[config.mk]
export PLATFORM = sky130hd
export DESIGN_NAME = axi4_lite_read_arbiter
export DESIGN_NICKNAME = d
export VERILOG_FILES = /design/src/rtl/axi4_lite_pkg.sv /design/src/rtl/axi4_lite_rr_arbiter2.sv /design/src/rtl/axi4_lite_read_arbiter.sv
export SDC_FILE = /design/constraint.sdc
export NUM_CORES = 1
export LEC_CHECK = 0
export ABC_CLOCK_PERIOD_IN_PS = 3300
export CORE_MARGIN = 2
export CORE_UTILIZATION = 35
export CTS_CLUSTER_SIZE = 25
export DETAILED_ROUTE_END_ITERATION = 10
export PLACE_DENSITY = 0.81
export SLEW_MARGIN = 20
export SYNTH_ARGS = -nofsm -noshare
export SYNTH_HDL_FRONTEND = slang
export SYNTH_SLANG_ARGS = --single-unit
export TNS_END_PERCENT = 5
[constraint.sdc]
create_clock -name clk -period 3.3 [get_ports clk]
set_input_delay 0.66 -clock clk [delete_from_list [all_inputs] [get_ports clk]]
set_output_delay 0.66 -clock clk [all_outputs]
set_load 0.03 [all_outputs]
[src/rtl/axi4_lite_pkg.sv]
// Shared AXI4-Lite definitions: response codes and the read-arbiter state encoding.
package axi4_lite_pkg;

  localparam logic [1:0] AXI_RESP_OKAY   = 2'b00;
  localparam logic [1:0] AXI_RESP_SLVERR = 2'b10;

  typedef enum logic [2:0] {
    ST_IDLE  = 3'd0,
    ST_ADDR  = 3'd1,
    ST_DATA  = 3'd2,
    ST_ERR   = 3'd3,
    ST_DRAIN = 3'd4
  } arb_rd_state_t;

endpackage

[src/rtl/axi4_lite_rr_arbiter2.sv]
// Two-way round-robin pick: a lone request wins, a tie goes to the side opposite last_grant.
module axi4_lite_rr_arbiter2 (
  input  logic [1:0] req,
  input  logic       last_grant,
  output logic [1:0] gnt,
  output logic       valid
);

  always_comb begin
    gnt = req;
    if (req == 2'b11) begin
      gnt = last_grant ? 2'b01 : 2'b10;
    end
  end

  assign valid = |req;

endmodule

[src/rtl/axi4_lite_read_arbiter.sv]
// Round-robin AXI4-Lite read arbiter for two masters onto one slave, with a
// data-phase timeout that answers SLVERR and then drains the late slave beat.
module axi4_lite_read_arbiter
  import axi4_lite_pkg::*;
#(
  parameter int ADDR_WIDTH     = 32,
  parameter int DATA_WIDTH     = 32,
  parameter int TIMEOUT_CYCLES = 256
) (
  input  logic                  clk,
  input  logic                  rst,
  input  logic [ADDR_WIDTH-1:0] REQ0_ARADDR,
  input  logic                  REQ0_ARVALID,
  output logic                  REQ0_ARREADY,
  output logic [DATA_WIDTH-1:0] REQ0_RDATA,
  output logic [1:0]            REQ0_RRESP,
  output logic                  REQ0_RVALID,
  input  logic                  REQ0_RREADY,
  input  logic [ADDR_WIDTH-1:0] REQ1_ARADDR,
  input  logic                  REQ1_ARVALID,
  output logic                  REQ1_ARREADY,
  output logic [DATA_WIDTH-1:0] REQ1_RDATA,
  output logic [1:0]            REQ1_RRESP,
  output logic                  REQ1_RVALID,
  input  logic                  REQ1_RREADY,
  output logic [ADDR_WIDTH-1:0] M_AXI_ARADDR,
  output logic                  M_AXI_ARVALID,
  input  logic                  M_AXI_ARREADY,
  input  logic [DATA_WIDTH-1:0] M_AXI_RDATA,
  input  logic [1:0]            M_AXI_RRESP,
  input  logic                  M_AXI_RVALID,
  output logic                  M_AXI_RREADY,
  output logic                  timeout,
  output logic                  busy
);

  // Width kept at least 1 so a disabled timeout still elaborates cleanly.
  localparam int CNT_W = (TIMEOUT_CYCLES > 0) ? $clog2(TIMEOUT_CYCLES + 1) : 1;
  localparam logic [CNT_W-1:0] CNT_LAST = CNT_W'((TIMEOUT_CYCLES > 0) ? TIMEOUT_CYCLES - 1 : 0);

  arb_rd_state_t         state_reg, state_next;
  logic [ADDR_WIDTH-1:0] addr_reg, addr_next;
  logic                  grant_reg, grant_next;
  logic                  last_grant_reg, last_grant_next;
  logic [CNT_W-1:0]      cnt_reg, cnt_next;
  logic                  timeout_reg, timeout_next;

  logic [1:0]            req_valid, rr_gnt, arready_vec, rready_vec, rvalid_vec;
  logic                  rr_valid;
  logic                  m_arvalid, m_rready, r_valid;
  logic [DATA_WIDTH-1:0] r_data;
  logic [1:0]            r_resp;
  logic [DATA_WIDTH-1:0] rdata_vec [2];
  logic [1:0]            rresp_vec [2];

  assign req_valid  = {REQ1_ARVALID, REQ0_ARVALID};
  assign rready_vec = {REQ1_RREADY, REQ0_RREADY};

  axi4_lite_rr_arbiter2 u_rr (
    .req        (req_valid),
    .last_grant (last_grant_reg),
    .gnt        (rr_gnt),
    .valid      (rr_valid)
  );

  always_ff @(posedge clk or posedge rst) begin
    if (rst) begin
      state_reg      <= ST_IDLE;
      addr_reg       <= '0;
      grant_reg      <= 1'b0;
      last_grant_reg <= 1'b1;
      cnt_reg        <= '0;
      timeout_reg    <= 1'b0;
    end else begin
      state_reg      <= state_next;
      addr_reg       <= addr_next;
      grant_reg      <= grant_next;
      last_grant_reg <= last_grant_next;
      cnt_reg        <= cnt_next;
      timeout_reg    <= timeout_next;
    end
  end

  always_comb begin
    state_next      = state_reg;
    addr_next       = addr_reg;
    grant_next      = grant_reg;
    last_grant_next = last_grant_reg;
    cnt_next        = cnt_reg;
    timeout_next    = 1'b0;
    arready_vec     = '0;
    m_arvalid       = 1'b0;
    m_rready        = 1'b0;
    r_valid         = 1'b0;
    r_data          = '0;
    r_resp          = AXI_RESP_OKAY;
    unique case (state_reg)
      ST_IDLE: begin
        arready_vec = rr_gnt;
        if (rr_valid) begin
          addr_next       = rr_gnt[1] ? REQ1_ARADDR : REQ0_ARADDR;
          grant_next      = rr_gnt[1];
          last_grant_next = rr_gnt[1];
          state_next      = ST_ADDR;
        end
      end
      ST_ADDR: begin
        m_arvalid = 1'b1;
        if (M_AXI_ARREADY) begin
          cnt_next   = '0;
          state_next = ST_DATA;
        end
      end
      ST_DATA: begin
        r_valid  = M_AXI_RVALID;
        r_data   = M_AXI_RDATA;
        r_resp   = M_AXI_RRESP;
        m_rready = rready_vec[grant_reg];
        // A beat on the threshold cycle takes priority over the timeout.
        if (M_AXI_RVALID) begin
          if (rready_vec[grant_reg]) state_next = ST_IDLE;
        end else if (TIMEOUT_CYCLES > 0) begin
          if (cnt_reg == CNT_LAST) begin
            state_next   = ST_ERR;
            timeout_next = 1'b1;
          end else begin
            cnt_next = cnt_reg + CNT_W'(1);
          end
        end
      end
      ST_ERR: begin
        r_valid = 1'b1;
        r_resp  = AXI_RESP_SLVERR;
        if (rready_vec[grant_reg]) state_next = ST_DRAIN;
      end
      ST_DRAIN: begin
        m_rready = 1'b1;
        if (M_AXI_RVALID) state_next = ST_IDLE;
      end
      default: state_next = ST_IDLE;
    endcase
  end

  for (genvar gi = 0; gi < 2; gi++) begin : g_req
    localparam logic IDX = 1'(gi);
    assign rvalid_vec[gi] = r_valid && (grant_reg == IDX);
    assign rdata_vec[gi]  = (grant_reg == IDX) ? r_data : '0;
    assign rresp_vec[gi]  = (grant_reg == IDX) ? r_resp : '0;
  end

  assign REQ0_ARREADY  = arready_vec[0];
  assign REQ1_ARREADY  = arready_vec[1];
  assign REQ0_RVALID   = rvalid_vec[0];
  assign REQ1_RVALID   = rvalid_vec[1];
  assign REQ0_RDATA    = rdata_vec[0];
  assign REQ1_RDATA    = rdata_vec[1];
  assign REQ0_RRESP    = rresp_vec[0];
  assign REQ1_RRESP    = rresp_vec[1];
  assign M_AXI_ARADDR  = m_arvalid ? addr_reg : '0;
  assign M_AXI_ARVALID = m_arvalid;
  assign M_AXI_RREADY  = m_rready;
  assign timeout       = timeout_reg;
  assign busy          = (state_reg != ST_IDLE);

endmodule

# After elaboration in Yosys (flattened, before gate mapping)
# Cells that the tools add are included.
[classes]
n_eq_ne = 14
order_cmp = 1
bitwise_logic = 1
mux = 31
reduce_logical = 9
addsub = 1
[op_table]
columns = ["operator", "n"]
rows = [
  ["two-way mux 32 bit", 5],
  ["two-way mux 9 bit", 3],
  ["two-way mux 3 bit", 7],
  ["case mux 9 bit (2 select lines)", 1],
  ["case mux 3 bit (5 select lines)", 1],
  ["inequality test 2 bit, second input constant", 6],
  ["two-way mux 2 bit", 5],
  ["adder 9 x 1 -> 9 bit, second input constant", 1],
  ["equality test 9 x 8 -> 1 bit, second input constant", 1],
  ["equality test 3 x 2 -> 1 bit, second input constant", 2],
  ["two-way mux 1 bit", 6],
  ["inequality test 3 bit, second input constant", 2],
  ["AND reduction 6 bit", 1],
  ["case mux 1 bit (2 select lines)", 2],
  ["case mux 2 bit (2 select lines)", 1],
  ["AND reduction 4 bit", 1],
  ["equality test 3 x 1 -> 1 bit, second input constant", 1],
  ["equality test 3 bit, second input constant", 1],
  ["logical NOT 3 bit", 1],
  ["nonzero test 3 bit", 1],
  ["equality test 2 bit, second input constant", 1],
  ["logical AND 1 bit", 2],
  ["< comparator 1 x 2 -> 1 bit, second input constant", 1],
  ["AND reduction 2 bit", 1],
  ["other kinds (3)", 3],
]
[word_totals]
inputBits = 106
out_inout_bits = 108
ff_bits = 47

# Logic depth before layout (Yosys ltp)
[logic_depth]
ltp_word = 5
mapped_depth = 9
depth_no_buf = 9

# Cells and area by module
# Synthesis repeated with hierarchy kept, for this count alone.
[hier_totals]
cells_unflattened = 356
hier_area_um2 = 3029.2
[modules_own_cells]
columns = ["module", "seq_area_each_um2", "cells_per_inst", "area_each_um2", "instances"]
rows = [
  ["axi4_lite_read_arbiter", 1177.4, 352, 3004.1, 1],
  ["axi4_lite_rr_arbiter2", 0.0, 4, 25.0, 1],
]

# Least setup slack after synthesis
# No wires, ideal clock.
[synth_timing]
path_type = "register to output"
start = "register state_reg[2]"
end = "output M_AXI_ARADDR[25]"
n_path_buf = 2
slack_ps = 721
arrival_ps = 1919
stages_incl_launch_ff = 5
required_time_ps = 2640
cell_sequence = "dfrtp_1 buf_1 nor3b_1 clkbuf_1 and2_1"
[synth_via]
elab_chain_cells = 3
[synth_rtl]
columns = ["item", "line", "rtl"]
rows = [
  ["start, declared", "axi4_lite_read_arbiter.sv:41", "arb_rd_state_t state_reg, state_next;"],
  ["start signal, assigned", "axi4_lite_read_arbiter.sv:75", "state_reg <= state_next;"],
  ["equality test 3 x 1 -> 1 bit", "axi4_lite_read_arbiter.sv:97", "unique case (state_reg)"],
  ["two-way mux 1 bit", "axi4_lite_read_arbiter.sv:97", ""],
  ["named net M_AXI_ARVALID", "axi4_lite_read_arbiter.sv:27", "output logic M_AXI_ARVALID,"],
  ["two-way mux 32 bit", "axi4_lite_read_arbiter.sv:159", "assign M_AXI_ARADDR = m_arvalid ? addr_reg : '0;"],
  ["end, declared", "axi4_lite_read_arbiter.sv:26", "output logic [ADDR_WIDTH-1:0] M_AXI_ARADDR,"],
]
# The timed path passes the listed nets, and every way through them passes these cells.

# Worst setup path after layout
[layout_timing]
start = "register state_reg[2]"
end = "output M_AXI_ARADDR[29]"
[layout_via]
elab_chain_cells = 3
[layout_rtl]
columns = ["item", "line"]
rows = [
  ["equality test 3 x 1 -> 1 bit", "axi4_lite_read_arbiter.sv:97"],
  ["two-way mux 1 bit", "axi4_lite_read_arbiter.sv:97"],
  ["two-way mux 32 bit", "axi4_lite_read_arbiter.sv:159"],
]
# No other way between the ends.

==> results by group <==
Setup path
  – R2R setup slack: 480 ps
  – Arr. time, crit path: 2360 ps
  – Startpoint Class: flip-flop
  – Critical path type: reg2out
  – Crit. End Element: output port
  – Critical-path maximum fanout: 33
  – CP required: 2640 ps

Pwr
  – Switching share of total power: 46.4%
  – PD cells: 786 mW/mm²
  – Net switching power: 1.95 mW
  – Sequential share of power: 23.2%
  – Cell-internal power: 2.25 mW
  – Clock power frac: 12.4%
  – Comb pwr share: 64.4%
  – Leakage: 2.42 nW
  – Worst IR Drop VDD: 0.373 mV

Placement
  – Buffers on Ports: 213
  – Place WS: 399 ps
  – Hpwl dp: 7.92 mm
  – Gp weighted congestion: 0.911

Synthesis
  – Area contributors post-synth: dfrtp_1 38%, and2_1 14%, mux2i_1 11%
  – Syn Inst Count: 356
  – Syn avg cell area: 8.49 µm²
  – Top-area cell type share of the netlist area: 38.1%
  – Ys flop type: dfrtp_1
  – Synth cell types: 37
  – Seq/Total Area, Yosys: 38.9%
  – Async S/R FF share, synth: 100%
  – Yosys top cell by area: dfrtp_1
  – Post-synth EDFFs: 0
  – Synth Cell Area: 0.00302 mm²
  – Synthesized flop and latch total: 47
  – Syn_nets: 464
  – Yosys warns: 0

Floorplan
  – Die H: 97.0 µm
  – Core Rows: 33
  – Core area: 0.00830 mm²
  – Die area: 0.00940 mm²
  – Starting Density: 36.4%
  – Width of the die: 97.0 µm
  – IO Count: 214

STA
  – Fin crit period: 3020 ps
  – Final setup vio count: 0
  – Final Hold Viols: 0
  – Rel. slew slack: 45.8%
  – Tcrit/Tclk final: 91.5%
  – Fmax: 0.331 GHz
  – Setup TNS Final: 0 ps
  – Layout Skew: 8.94 ps
  – Slew @ Worst Pin: 813 ps
  – Final WS setup: 279 ps
  – Fin. max-slew vios: 0
  – RSZ-0062 raised after global routing: no

Clocking
  – Clock Sinks: 47
  – # hold bufs at CTS: 0
  – Skew-Pair Late Insertion Delay: 310 ps
  – Root buffer cell: clkbuf_8
  – Post_cts resized: 0
  – Setup bufs post-CTS: 0
  – CTS tree: yes
  – Clock Path Buffers: 2
  – CTS clk-pin slew, worst paths: 100 ps
  – Cts bufs inserted: 5
  – H-tree depth: 2

Drt
  – Vias: 3335
  – Final ANT Viol Nets: 0
  – Pre-antenna DRT Iters: 4
  – Initial DRC Count: 135
  – DRC viols: 0
  – Vias per cell: 5.03
  – WL/cell: 15.3 µm
  – Routed WL: 10.2 mm

Layout
  – ANT cells: 0
  – Max FFs per register: 32
  – Share of layout cells above drive strength 1: 16.7%
  – Final nets: 665
  – Layout area overhead: 76.6%
  – Layout fillers: 706

GRT
  – Overall routing resource usage: 21.6%
  – Number of global-route vias before repair: 3248
  – Largest net degree at the start of global routing: 66
  – Antenna violations before repair: 0
  – Global-route wire length before repair: 16.6 mm
  – Gr ovfl total: 0

Status
  – Status: complete, no violations

Run
  – # Max-Cap Violations: 0

Hold path
  – HP Class: reg2reg
==> final timing paths <==
check | to | cells past startpoint | start
setup / recovery | M_AXI_ARADDR[29] | 4 | state_reg[2]
hold / removal | addr_reg[31] | 2 | addr_reg[31]
hold reg to reg | addr_reg[31] | 2 | addr_reg[31]
min in group asynchronous | addr_reg[5] | 2 | rst
setup reg to reg | cnt_reg[4] | 9 | cnt_reg[0]
max in group asynchronous | cnt_reg[6] | 2 | rst
==> routing by layer <==
metal  part of all wire (%)  up-vias  track usage (%)
met5                      0        -                0
met4                    3.1        0             7.26
met3                    8.9       23             6.21
met2                     51      164             38.9
met1                     37     1532             24.3
li1                       -     1616                -
==> power groups by stage <==
stage	clock [mW]	combinational (mW)	sequential, mW
6_report	0.522	2.70	0.973
5_1_grt	0.559	2.92	1.01
4_1_cts	0.531	2.73	0.975
3_5_place_dp	0	2.72	0.985
3_3_place_gp	0	2.70	0.975
2_1_floorplan	0	1.69	0.925
==> worst max-delay path: stages, from the launching register on <==
cell	delay, ps
dfrtp_1	550
nor3b_2	410
buf_12	220
and2_1	150
clkdlybuf4s50_1	710
==> cell usage after synthesis, types with 2 or more instances <==
| cell type | n |
|---|---|
| mux2i_1 | 32 |
| xnor2_1 | 3 |
| inv_1 | 6 |
| a31oi_1 | 2 |
| buf_1 | 7 |
| nor3b_1 | 3 |
| buf_2 | 4 |
| o21ai_0 | 9 |
| dfrtp_1 | 46 |
| mux2_2 | 2 |
| clkbuf_1 | 16 |
| nor3_1 | 2 |
| nand3_1 | 6 |
| nand3b_1 | 2 |
| nor2b_1 | 2 |
| and3_1 | 34 |
| nor2_1 | 45 |
| a2111oi_2 | 2 |
| nand2_1 | 9 |
| ha_1 | 2 |
| a21oi_1 | 41 |
| and2_1 | 66 |
==> layout by cell type, fill, tap and decap left out, types with 2 or more instances in the layout <==
cell             count
nor2b_1              2
clkbuf_8             5
buf_12               8
and2_1              66
ha_1                 2
dfrtp_1             46
a21oi_1             41
nor3_1               2
a2111oi_2            2
nor3b_1              2
o21ai_0              9
a31oi_1              2
inv_1                5
mux2_2               2
buf_4               66
nand3_1              6
and3_1              34
nand3b_1             2
mux2i_1             32
clkdlybuf4s50_1    147
nand2_1              9
nor2_1              44
xnor2_1              3
bufinv_16            2
==> area by class of cell <==
type / instances / area, µm² / area share [%]
clock inverter: 3 / 71.3 / 1.34
tap: 105 / 131 / 2.46
multi-input combinational: 276 / 1740 / 32.6
sequential: 47 / 1180 / 22.0
timing repair buffer: 221 / 2130 / 39.8
inverter: 6 / 23.8 / 0.445
clock buffer: 5 / 68.8 / 1.29
==> per-stage QoR <==
stage	utilization [%]	hold slack [ps]	cell area (µm²)	cells	total power, mW
final	64.4	525	5340	663	4.20
after global routing	64.4	556	5340	663	4.49
after CTS	64.3	533	5340	663	4.24
after detailed placement	62.7	494	5200	655	3.70
after global placement	62.7	498	5200	655	3.67
after floorplan	-	465	3020	356	2.61
==> logic make-up after synthesis <==
| group | share of synthesized area, % |
|---|---|
| XOR/XNOR | 0.869 |
| buffers and inverters | 4.26 |
| multiplexers | 11.3 |
| adder cells (fa/ha/maj) | 0.827 |
| flip-flops | 38.9 |
| AND/OR/NAND/NOR | 32.2 |
| AO/OA/AOI/OAI | 11.6 |
Note: power is estimated with default switching activity, not from simulation.
